## src/rtl/vec_inst_issue_queue_if.sv

```systemverilog
// Handshake bundle between the scalar core, the vector issue queue and the vector unit.
// master: the issue queue; slave: the scalar core / vector unit side.
interface vec_inst_issue_queue_if #(
  parameter int unsigned XLEN  = 32,
  parameter int unsigned DEPTH = 4
);
  localparam int unsigned CntW = $clog2(DEPTH) + 1;

  logic            flush;
  logic            scalar_valid;
  logic            scalar_ready;
  logic [XLEN-1:0] scalar_inst;
  logic [XLEN-1:0] scalar_rs1_data;
  logic [XLEN-1:0] scalar_rs2_data;
  logic [XLEN-1:0] vec_inst;
  logic [XLEN-1:0] vec_rs1_data;
  logic [XLEN-1:0] vec_rs2_data;
  logic            vec_inst_valid;
  logic            vec_done;
  logic            vec_busy;
  logic            illegal_inst;
  logic            timeout_err;
  logic [CntW-1:0] queue_count;

  modport master (
    input  flush,
    input  scalar_valid,
    output scalar_ready,
    input  scalar_inst,
    input  scalar_rs1_data,
    input  scalar_rs2_data,
    output vec_inst,
    output vec_rs1_data,
    output vec_rs2_data,
    output vec_inst_valid,
    input  vec_done,
    output vec_busy,
    output illegal_inst,
    output timeout_err,
    output queue_count
  );

  modport slave (
    output flush,
    output scalar_valid,
    input  scalar_ready,
    output scalar_inst,
    output scalar_rs1_data,
    output scalar_rs2_data,
    input  vec_inst,
    input  vec_rs1_data,
    input  vec_rs2_data,
    input  vec_inst_valid,
    output vec_done,
    input  vec_busy,
    input  illegal_inst,
    input  timeout_err,
    input  queue_count
  );
endinterface

```

## src/rtl/vec_inst_issue_queue.sv

```systemverilog
// In-order vector instruction issue queue: buffers vector instructions with their scalar operands and
// presents them one at a time, holding each until the vector unit completes or the watchdog fires.
module vec_inst_issue_queue #(
  parameter int unsigned XLEN           = 32,
  parameter int unsigned DEPTH          = 4,
  parameter int unsigned TIMEOUT_CYCLES = 1024
) (
  input logic                  clk,
  input logic                  reset,
  vec_inst_issue_queue_if.master bus
);

  localparam int unsigned PtrW   = $clog2(DEPTH);
  localparam int unsigned CntW   = $clog2(DEPTH) + 1;
  localparam int unsigned WdW    = (TIMEOUT_CYCLES > 2) ? $clog2(TIMEOUT_CYCLES) : 1;
  localparam int unsigned WdLast = (TIMEOUT_CYCLES > 0) ? TIMEOUT_CYCLES - 1 : 0;

  localparam logic [6:0] OpVArith = 7'h57;
  localparam logic [6:0] OpVLoad  = 7'h07;
  localparam logic [6:0] OpVStore = 7'h27;

  typedef enum logic [1:0] {StIdle, StIssue, StWait} state_e;

  state_e          state_q, state_d;
  logic [PtrW-1:0] wr_ptr_q, wr_ptr_d;
  logic [PtrW-1:0] rd_ptr_q, rd_ptr_d;
  logic [CntW-1:0] count_q, count_d;
  logic [WdW-1:0]  wd_q, wd_d;
  logic            timeout_q, timeout_d;
  logic            illegal_q, illegal_d;

  logic [XLEN-1:0] inst_mem [DEPTH];
  logic [XLEN-1:0] rs1_mem  [DEPTH];
  logic [XLEN-1:0] rs2_mem  [DEPTH];

  logic [6:0] opcode;
  logic       legal;
  logic       accept;
  logic       push;
  logic       pop;
  logic       in_flight;

  assign opcode = bus.scalar_inst[6:0];
  assign legal  = (opcode == OpVArith) || (opcode == OpVLoad) || (opcode == OpVStore);

  // Flush wins over a same-cycle push even though scalar_ready may be high.
  assign accept = bus.scalar_valid && bus.scalar_ready && !bus.flush;
  assign push   = accept && legal;

  always_comb begin
    state_d   = state_q;
    wd_d      = wd_q;
    timeout_d = timeout_q;
    pop       = 1'b0;

    unique case (state_q)
      StIdle: begin
        if (count_q != '0) state_d = StIssue;
      end
      StIssue: begin
        if (bus.vec_done) begin
          pop = 1'b1;
        end else begin
          state_d = StWait;
          wd_d    = '0;
        end
      end
      StWait: begin
        wd_d = wd_q + WdW'(1);
        if (bus.vec_done) begin
          pop = 1'b1;
        end else if ((TIMEOUT_CYCLES != 0) && (wd_q == WdW'(WdLast))) begin
          pop       = 1'b1;
          timeout_d = 1'b1;
        end
      end
      default: state_d = StIdle;
    endcase

    count_d  = count_q + CntW'(push) - CntW'(pop);
    wr_ptr_d = push ? wr_ptr_q + PtrW'(1) : wr_ptr_q;
    rd_ptr_d = pop  ? rd_ptr_q + PtrW'(1) : rd_ptr_q;
    illegal_d = accept && !legal;

    // Completion counts a same-cycle push, so the next issue follows with no bubble.
    if (pop) state_d = (count_d != '0) ? StIssue : StIdle;

    if (bus.flush) begin
      state_d   = StIdle;
      count_d   = '0;
      wr_ptr_d  = '0;
      rd_ptr_d  = '0;
      wd_d      = '0;
      timeout_d = 1'b0;
      illegal_d = 1'b0;
    end
  end

  always_ff @(posedge clk or posedge reset) begin
    if (reset) begin
      state_q   <= StIdle;
      wr_ptr_q  <= '0;
      rd_ptr_q  <= '0;
      count_q   <= '0;
      wd_q      <= '0;
      timeout_q <= 1'b0;
      illegal_q <= 1'b0;
    end else begin
      state_q   <= state_d;
      wr_ptr_q  <= wr_ptr_d;
      rd_ptr_q  <= rd_ptr_d;
      count_q   <= count_d;
      wd_q      <= wd_d;
      timeout_q <= timeout_d;
      illegal_q <= illegal_d;
    end
  end

  // Payload storage needs no reset; validity is tracked by the pointers and count.
  always_ff @(posedge clk) begin
    if (push) begin
      inst_mem[wr_ptr_q] <= bus.scalar_inst;
      rs1_mem[wr_ptr_q]  <= bus.scalar_rs1_data;
      rs2_mem[wr_ptr_q]  <= bus.scalar_rs2_data;
    end
  end

  assign in_flight = (state_q != StIdle);

  assign bus.scalar_ready   = (count_q < CntW'(DEPTH));
  assign bus.vec_inst       = in_flight ? inst_mem[rd_ptr_q] : '0;
  assign bus.vec_rs1_data   = in_flight ? rs1_mem[rd_ptr_q]  : '0;
  assign bus.vec_rs2_data   = in_flight ? rs2_mem[rd_ptr_q]  : '0;
  assign bus.vec_inst_valid = (state_q == StIssue);
  assign bus.vec_busy       = in_flight;
  assign bus.illegal_inst   = illegal_q;
  assign bus.timeout_err    = timeout_q;
  assign bus.queue_count    = count_q;

endmodule
```

## src/flat_wrapper.sv

```systemverilog
// flat-port wrapper written by rule: the top's interface ports become plain ports
module vec_inst_issue_queue_flat 
#(
  parameter int unsigned XLEN           = 32,
  parameter int unsigned DEPTH          = 4,
  parameter int unsigned TIMEOUT_CYCLES = 1024
)
  (clk, reset, bus_flush, bus_scalar_valid, bus_scalar_ready, bus_scalar_inst, bus_scalar_rs1_data, bus_scalar_rs2_data, bus_vec_inst, bus_vec_rs1_data, bus_vec_rs2_data, bus_vec_inst_valid, bus_vec_done, bus_vec_busy, bus_illegal_inst, bus_timeout_err, bus_queue_count);
  vec_inst_issue_queue_if #(.XLEN(XLEN), .DEPTH(DEPTH)) bus_i ();
  input logic clk;
  input logic reset;
  input wire logic [$bits(bus_i.flush)-1:0] bus_flush;
  input wire logic [$bits(bus_i.scalar_valid)-1:0] bus_scalar_valid;
  output wire logic [$bits(bus_i.scalar_ready)-1:0] bus_scalar_ready;
  input wire logic [$bits(bus_i.scalar_inst)-1:0] bus_scalar_inst;
  input wire logic [$bits(bus_i.scalar_rs1_data)-1:0] bus_scalar_rs1_data;
  input wire logic [$bits(bus_i.scalar_rs2_data)-1:0] bus_scalar_rs2_data;
  output wire logic [$bits(bus_i.vec_inst)-1:0] bus_vec_inst;
  output wire logic [$bits(bus_i.vec_rs1_data)-1:0] bus_vec_rs1_data;
  output wire logic [$bits(bus_i.vec_rs2_data)-1:0] bus_vec_rs2_data;
  output wire logic [$bits(bus_i.vec_inst_valid)-1:0] bus_vec_inst_valid;
  input wire logic [$bits(bus_i.vec_done)-1:0] bus_vec_done;
  output wire logic [$bits(bus_i.vec_busy)-1:0] bus_vec_busy;
  output wire logic [$bits(bus_i.illegal_inst)-1:0] bus_illegal_inst;
  output wire logic [$bits(bus_i.timeout_err)-1:0] bus_timeout_err;
  output wire logic [$bits(bus_i.queue_count)-1:0] bus_queue_count;
  assign bus_i.flush = bus_flush;
  assign bus_i.scalar_valid = bus_scalar_valid;
  assign bus_scalar_ready = bus_i.scalar_ready;
  assign bus_i.scalar_inst = bus_scalar_inst;
  assign bus_i.scalar_rs1_data = bus_scalar_rs1_data;
  assign bus_i.scalar_rs2_data = bus_scalar_rs2_data;
  assign bus_vec_inst = bus_i.vec_inst;
  assign bus_vec_rs1_data = bus_i.vec_rs1_data;
  assign bus_vec_rs2_data = bus_i.vec_rs2_data;
  assign bus_vec_inst_valid = bus_i.vec_inst_valid;
  assign bus_i.vec_done = bus_vec_done;
  assign bus_vec_busy = bus_i.vec_busy;
  assign bus_illegal_inst = bus_i.illegal_inst;
  assign bus_timeout_err = bus_i.timeout_err;
  assign bus_queue_count = bus_i.queue_count;
  vec_inst_issue_queue #(.XLEN(XLEN), .DEPTH(DEPTH), .TIMEOUT_CYCLES(TIMEOUT_CYCLES)) u_core (.clk(clk), .reset(reset), .bus(bus_i));
endmodule
```

## config.mk

```make
export PLATFORM = sky130hd
export DESIGN_NAME = vec_inst_issue_queue_flat
export DESIGN_NICKNAME = d
export VERILOG_FILES = /design/src/rtl/vec_inst_issue_queue_if.sv /design/src/rtl/vec_inst_issue_queue.sv /design/src/flat_wrapper.sv
export SDC_FILE = /design/constraint.sdc
export NUM_CORES = 1
export LEC_CHECK = 0
export ABC_CLOCK_PERIOD_IN_PS = 3900
export CAP_MARGIN = 5
export CORE_MARGIN = 2
export CORE_UTILIZATION = 45
export CTS_CLUSTER_DIAMETER = 100
export DETAILED_ROUTE_END_ITERATION = 7
export PLACE_DENSITY = 0.67
export SYNTH_ARGS = -nofsm -noshare
export SYNTH_HDL_FRONTEND = slang
export SYNTH_SLANG_ARGS = --single-unit
```

## constraint.sdc

```tcl
create_clock -name clk -period 3.9 [get_ports clk]
set_input_delay 0.39 -clock clk [delete_from_list [all_inputs] [get_ports clk]]
set_output_delay 0.39 -clock clk [all_outputs]
set_load 0.05 [all_outputs]
```

### Yosys cells after proc, flatten, opt, wreduce, memory -nomap -nowiden

Memory sizes are Yosys's and may differ from the RTL's.
Cells that the tools add are included.

| word-level totals | value |
|---|---|
| register bits | 21 |
| memory bits (writable) | 384 |
| input bits | 101 |
| output and inout bits | 104 |
| word-level logic and storage cells | 75 |
| memories | 3 |

Memories:

| memory | words | width | read ports | clocked after memory_dff | wr ports | line | source |
|---|---|---|---|---|---|---|---|
| u_core.inst_mem | 4 | 32 | 1 | 0 | 1 | vec_inst_issue_queue.sv:32 | `logic [XLEN-1:0] inst_mem [DEPTH];` |
| u_core.rs1_mem | 4 | 32 | 1 | 0 | 1 | vec_inst_issue_queue.sv:33 | `logic [XLEN-1:0] rs1_mem [DEPTH];` |
| u_core.rs2_mem | 4 | 32 | 1 | 0 | 1 | vec_inst_issue_queue.sv:34 | `logic [XLEN-1:0] rs2_mem [DEPTH];` |

| operators by class | value |
|---|---|
| add/sub/neg operators | 5 |
| order comparisons | 1 |
| equality and inequality tests | 11 |
| muxes and demuxes | 28 |
| reductions and logical operators | 20 |

Operator list:

| cell | number |
|---|---|
| 32-bit two-way mux | 3 |
| 10-bit two-way mux | 2 |
| 10-bit case mux with 2 select lines | 1 |
| 2-bit two-way mux | 8 |
| 1-bit two-way mux | 11 |
| 10-bit by 1-bit adder with 10-bit output (second input constant) | 1 |
| 10-bit equality test (second input constant) | 1 |
| 2-bit nonzero test | 5 |
| 3-bit nonzero test | 3 |
| 7-bit by 3-bit equality test with 1-bit output (second input constant) | 1 |
| 7-bit by 6-bit equality test with 1-bit output (second input constant) | 1 |
| 7-bit equality test (second input constant) | 1 |
| 2-bit case mux with 3 select lines | 1 |
| 3-bit AND reduction | 2 |
| 2-bit by 1-bit adder with 2-bit output (second input constant) | 2 |
| 1-bit logical AND | 4 |
| 4-bit by 2-bit inequality test with 1-bit output (second input constant) | 1 |
| 4-bit by 3-bit inequality test with 1-bit output (second input constant) | 1 |
| 3-bit by 1-bit adder with 3-bit output | 1 |
| 3-bit < comparator (second input constant) | 1 |
| 3-bit two-way mux | 1 |
| 3-bit by 2-bit inequality test with 1-bit output (second input constant) | 1 |
| 3-bit inequality test (second input constant) | 1 |
| 3-bit by 1-bit subtractor with 3-bit output | 1 |
| 8 further kinds | 10 |

### Depth between registers and ports, before layout

| logic depth | value |
|---|---|
| depth after elaboration | 10 |
| mapped depth | 13 |
| depth with buffers taken out | 13 |

### Worst setup path after synthesis

OpenSTA, ideal clock, no wires.

| timing path | value |
|---|---|
| path kind | reg-to-reg |
| start | register u_core.count_q[2] (netlist: u_core.bus.queue_count[2]) |
| end | memory u_core.inst_mem[1][0] (enable) |
| setup time | 466 ps |
| arrival time | 3,386 ps |
| data required time | 3,434 ps |
| path slack | 48 ps |
| cell stages (with the launch flop) | 6 |
| clock period less this slack | 3,852 ps |
| path through | dfrtp_1 nor2_1 nand2_1 nor2b_1 clkbuf_1 and2_1 |

| on the way | value |
|---|---|
| longest elaborated chain between the ends | 6 |

Ends and longest elaborated chain:

| element | line | source |
|---|---|---|
| start, declared | vec_inst_issue_queue.sv:27 | `logic [CntW-1:0] count_q, count_d;` |
| start signal, assigned | vec_inst_issue_queue.sv:112 | `count_q <= count_d;` |
| 3-bit < comparator | vec_inst_issue_queue.sv:130 | `assign bus.scalar_ready = (count_q < CntW'(DEPTH));` |
| 1-bit logical AND (2 in series) | vec_inst_issue_queue.sv:47 | `assign accept = bus.scalar_valid && bus.scalar_ready && !bus.flush;` |
| 1-bit logical AND | vec_inst_issue_queue.sv:48 | `assign push = accept && legal;` |
| 1-bit two-way mux | vec_inst_issue_queue.sv:121 | `if (push) begin` |
| 1-bit two-way mux (not written as such) | vec_inst_issue_queue.sv:122 | `inst_mem[wr_ptr_q] <= bus.scalar_inst;` |
| end, declared | vec_inst_issue_queue.sv:32 |  |

No other way between the ends.

### Final worst setup path

| timing path | value |
|---|---|
| start | register u_core.state_q[0] |
| end | output port bus_vec_rs2_data[15] |

| on the way | value |
|---|---|
| longest elaborated chain between the ends | 2 |

Ends and longest elaborated chain:

| element | line | source |
|---|---|---|
| start, declared | vec_inst_issue_queue.sv:24 | `state_e state_q, state_d;` |
| start signal, assigned | vec_inst_issue_queue.sv:101 | `state_q <= StIdle;` |
| start signal, assigned | vec_inst_issue_queue.sv:109 | `state_q <= state_d;` |
| 2-bit nonzero test | vec_inst_issue_queue.sv:128 | `assign in_flight = (state_q != StIdle);` |
| 32-bit two-way mux | vec_inst_issue_queue.sv:133 | `assign bus.vec_rs2_data = in_flight ? rs2_mem[rd_ptr_q] : '0;` |
| end, declared | flat_wrapper.sv:20 | `output wire logic [$bits(bus_i.vec_rs2_data)-1:0] bus_vec_rs2_data;` |

No other way between the ends.

==> results.tsv <==
stage	metric	value	unit
finish	fin_nets	1104	
power_and_ir_drop	irDropWorstVdd	534	uV
floorplan	io_pins	205	
clocking	root_buffer	clkbuf_16	
timing	finalCritPeriodShare	88.9	%
route	first_pass_iters	5	
clocking	clock-sinks	405	
floorplan	die_w	192	um
worst_setup_path	path_buf_inv	4	
worst_setup_path	critPathKind	reg2out	
worst_setup_path	path_cells	inv_1, ha_1, inv_2, buf_4, and2_1, clkdlybuf4s50_1	
placed_design	dpl.hpwl	19.3	mm
route	drc_errors	0	
power_and_ir_drop	p_leak	6.44	nW
global_route	grt_max_degree	56	
timing	setup_violations	0	
clocking	cts_setup_buffers	0	
global_route	top_usage_layer	met2	
clocking	clk_latency	0.52	ns
timing	timing.hold.ws	0.359	ns
route	ant_nets	0	
route	drt-total-wl	31.3	mm
global_route	use_met2	27.6	%
worst_setup_path	reg2reg_to	u_core.state_q[0]	
timing	timing.fmax	0.288	GHz
global_route	grt_usage	17.3	%
synthesis	async_flop_share	5.19	%
synthesis	syn_area	15900	um^2
power_and_ir_drop	powerDensity	643	nW/um^2
finish	layout_commonest_cell	edfxtp_1	
route	dr.first_iter.drc_count	449	
worst_setup_path	critPathCaptureType	output port	
clocking	cts_tree	built	
timing	slew_headroom	41.7	%
synthesis	synth_edf_count	384	
clocking	hold_buffers	0	
job	maxCapViolCount	0	
route	via_per_inst	5.30	
synthesis	synth_nets	870	
global_route	grt.overflow.total	0	
timing	clock_skew	0.0147	ns
synthesis	synth_top_area_share	72.7	%
global_route	grt_pass1_vias	8236	
global_route	antenna_found_initial	1	
global_route	grt.met1_usage	25.2	%
placed_design	portBuffers	204	
timing	tns	0	ns
floorplan	die_area	36800	um^2
global_route	grt_first_pass_wirelength	47.9	mm
finish	layout_common_cells	edfxtp_1 (384), clkdlybuf4s50_1 (204), and2_1 (97)	
clocking	clk_path_buf_depth	3	
worst_setup_path	start_kind	register	
finish	final_core_util	57.7	%
finish	drive_gt1_share	19.0	%
worst_setup_path	cp_max_fo	27	
worst_setup_path	r2r-start	u_core.state_q[0]	
synthesis	postSynthCellCount	757	
worst_setup_path	r2r_slack	0.81	ns
timing	finalHoldViolations	0	
worst_setup_path	cp.arrival	3.08	ns
worst_setup_path	cpMaxStageDelayCell	clkdlybuf4s50_1	
floorplan	rows	68	
clocking	postCtsResizedCells	0	
route	num_vias	7836	
clocking	htree_num_levels	2	
min_path	hold_class	in2async	
worst_setup_path	slowest_delay	0.81	ns
placed_design	globalplace.congestion	0.732	
clocking	clkTransAtPathRegs	0.06	ns
timing	fin_crit	3.47	ns
clocking	cts_buffers	42	
floorplan	start_util	45.8	%
synthesis	synthTopCellsByArea	edfxtp_1 (73%), mux4_2 (14%), and2_1 (4.0%)	
synthesis	synth_top_area_cell	edfxtp_1	
synthesis	yosysSeqAreaShare	76.0	%
floorplan	core_area	34600	um^2
synthesis	synth.ff_latch_count	405	
floorplan	fp.dieH	192	um
worst_setup_path	worst_ep_required_time	3.51	ns
run_status	status	finished, final reports clean	
synthesis	ys_types	49	
finish	area_growth	26.0	%
synthesis	synth_flop_cell	edfxtp_1	
worst_setup_path	reg2reg_depth	13	
global_route	use_met3	3.01	%
synthesis	syn_area_per_cell	20.9	um^2
worst_setup_path	crit_family	buffers and inverters	
power_and_ir_drop	power	12.9	mW
timing	drv_slew	0	
timing	worst_pin_slew	0.874	ns
timing	rsz0062_at_grt	no	
synthesis	synth_warnings	0	
route	wl_per_cell	21.2	um
[where the power goes]
part           switching (mW)  internal [mW]  leakage [nW]
clock network            1.56           2.22         0.650
logic                    2.63           1.58          2.06
registers              0.0746           4.79          3.74
total                    4.27           8.58          6.44
[flip-flops by register name, summed over array words and instances, names as in the netlist]
register,cells
u_core.bus.illegal_inst,1
u_core.bus.queue_count,3
u_core.bus.timeout_err,1
u_core.inst_mem,128
u_core.rd_ptr_q,2
u_core.rs1_mem,128
u_core.rs2_mem,128
u_core.state_q,2
u_core.wd_q,10
u_core.wr_ptr_q,2
[cell usage after synthesis (all sizes together) (2+ instances only)]
cell type / instances
xnor2: 2
nor4: 2
mux2i: 2
edfxtp: 384
o311ai: 2
nand2: 5
and2: 101
dfrtp: 21
buf: 15
nand4b: 3
nor2: 17
a21oi: 9
ha: 11
nor3: 4
clkbuf: 22
o21ai: 10
inv: 15
o211ai: 2
mux4: 96
nor2b: 3
or3: 4
nand4: 2
nand3: 2
nand2b: 3
or2: 2
[layer usage]
layer | part of all wire, % | wire length (um)
met5 | 0.038 | 12
met4 | 1.4 | 432
met3 | 5.5 | 1710
met2 | 49 | 15200
met1 | 45 | 13900
[worst max path at each step]
stage	startpoint	slack [ns]	end	cells after the start
finish	u_core.state_q[0]	0.43	bus_vec_rs2_data[15]	6
global placement	bus_scalar_inst[1]	0.66	u_core.state_q[0]	11
global route	u_core.rd_ptr_q[0]	0.28	bus_vec_rs2_data[0]	4
CTS	u_core.state_q[0]	0.35	bus_vec_rs2_data[5]	6
floorplan	u_core.bus.queue_count[2]	0.05	u_core.inst_mem[1][0]	5
detailed placement	bus_scalar_inst[3]	0.54	u_core.state_q[0]	11
[per-stage QoR]
step / area [um^2] / setup slack, ns / std cells
2_1_floorplan: 15900 / 0.0482 / 757
6_report: 20000 / 0.433 / 1478
3_5_place_dp: 18700 / 0.540 / 1402
3_3_place_gp: 18700 / 0.656 / 1402
5_1_grt: 20000 / 0.279 / 1475
4_1_cts: 20000 / 0.354 / 1475
[final cells by class]
cell class                      count  area (um^2)
Antenna cell                        3         7.51
Clock buffer                       48         1140
Clock inverter                     25          180
Fill cell                        2573        14700
Inverter                           15         56.3
Multi-Input combinational cell    300         3590
Sequential cell                   405        12100
Tap cell                          455          569
Timing Repair Buffer              227         2380
[kinds of logic after synthesis]
kind of cell             count (synthesis)  synth area share [%]
multiplexers                            99                  13.8
AO/OA/AOI/OAI                           32                  1.43
adder cells (fa/ha/maj)                 12                 0.994
XOR/XNOR                                 4                 0.308
AND/OR/NAND/NOR                        153                  5.99
buffers and inverters                   52                  1.40
flip-flops                             405                  76.0
Power figures use the tool's default switching activity.
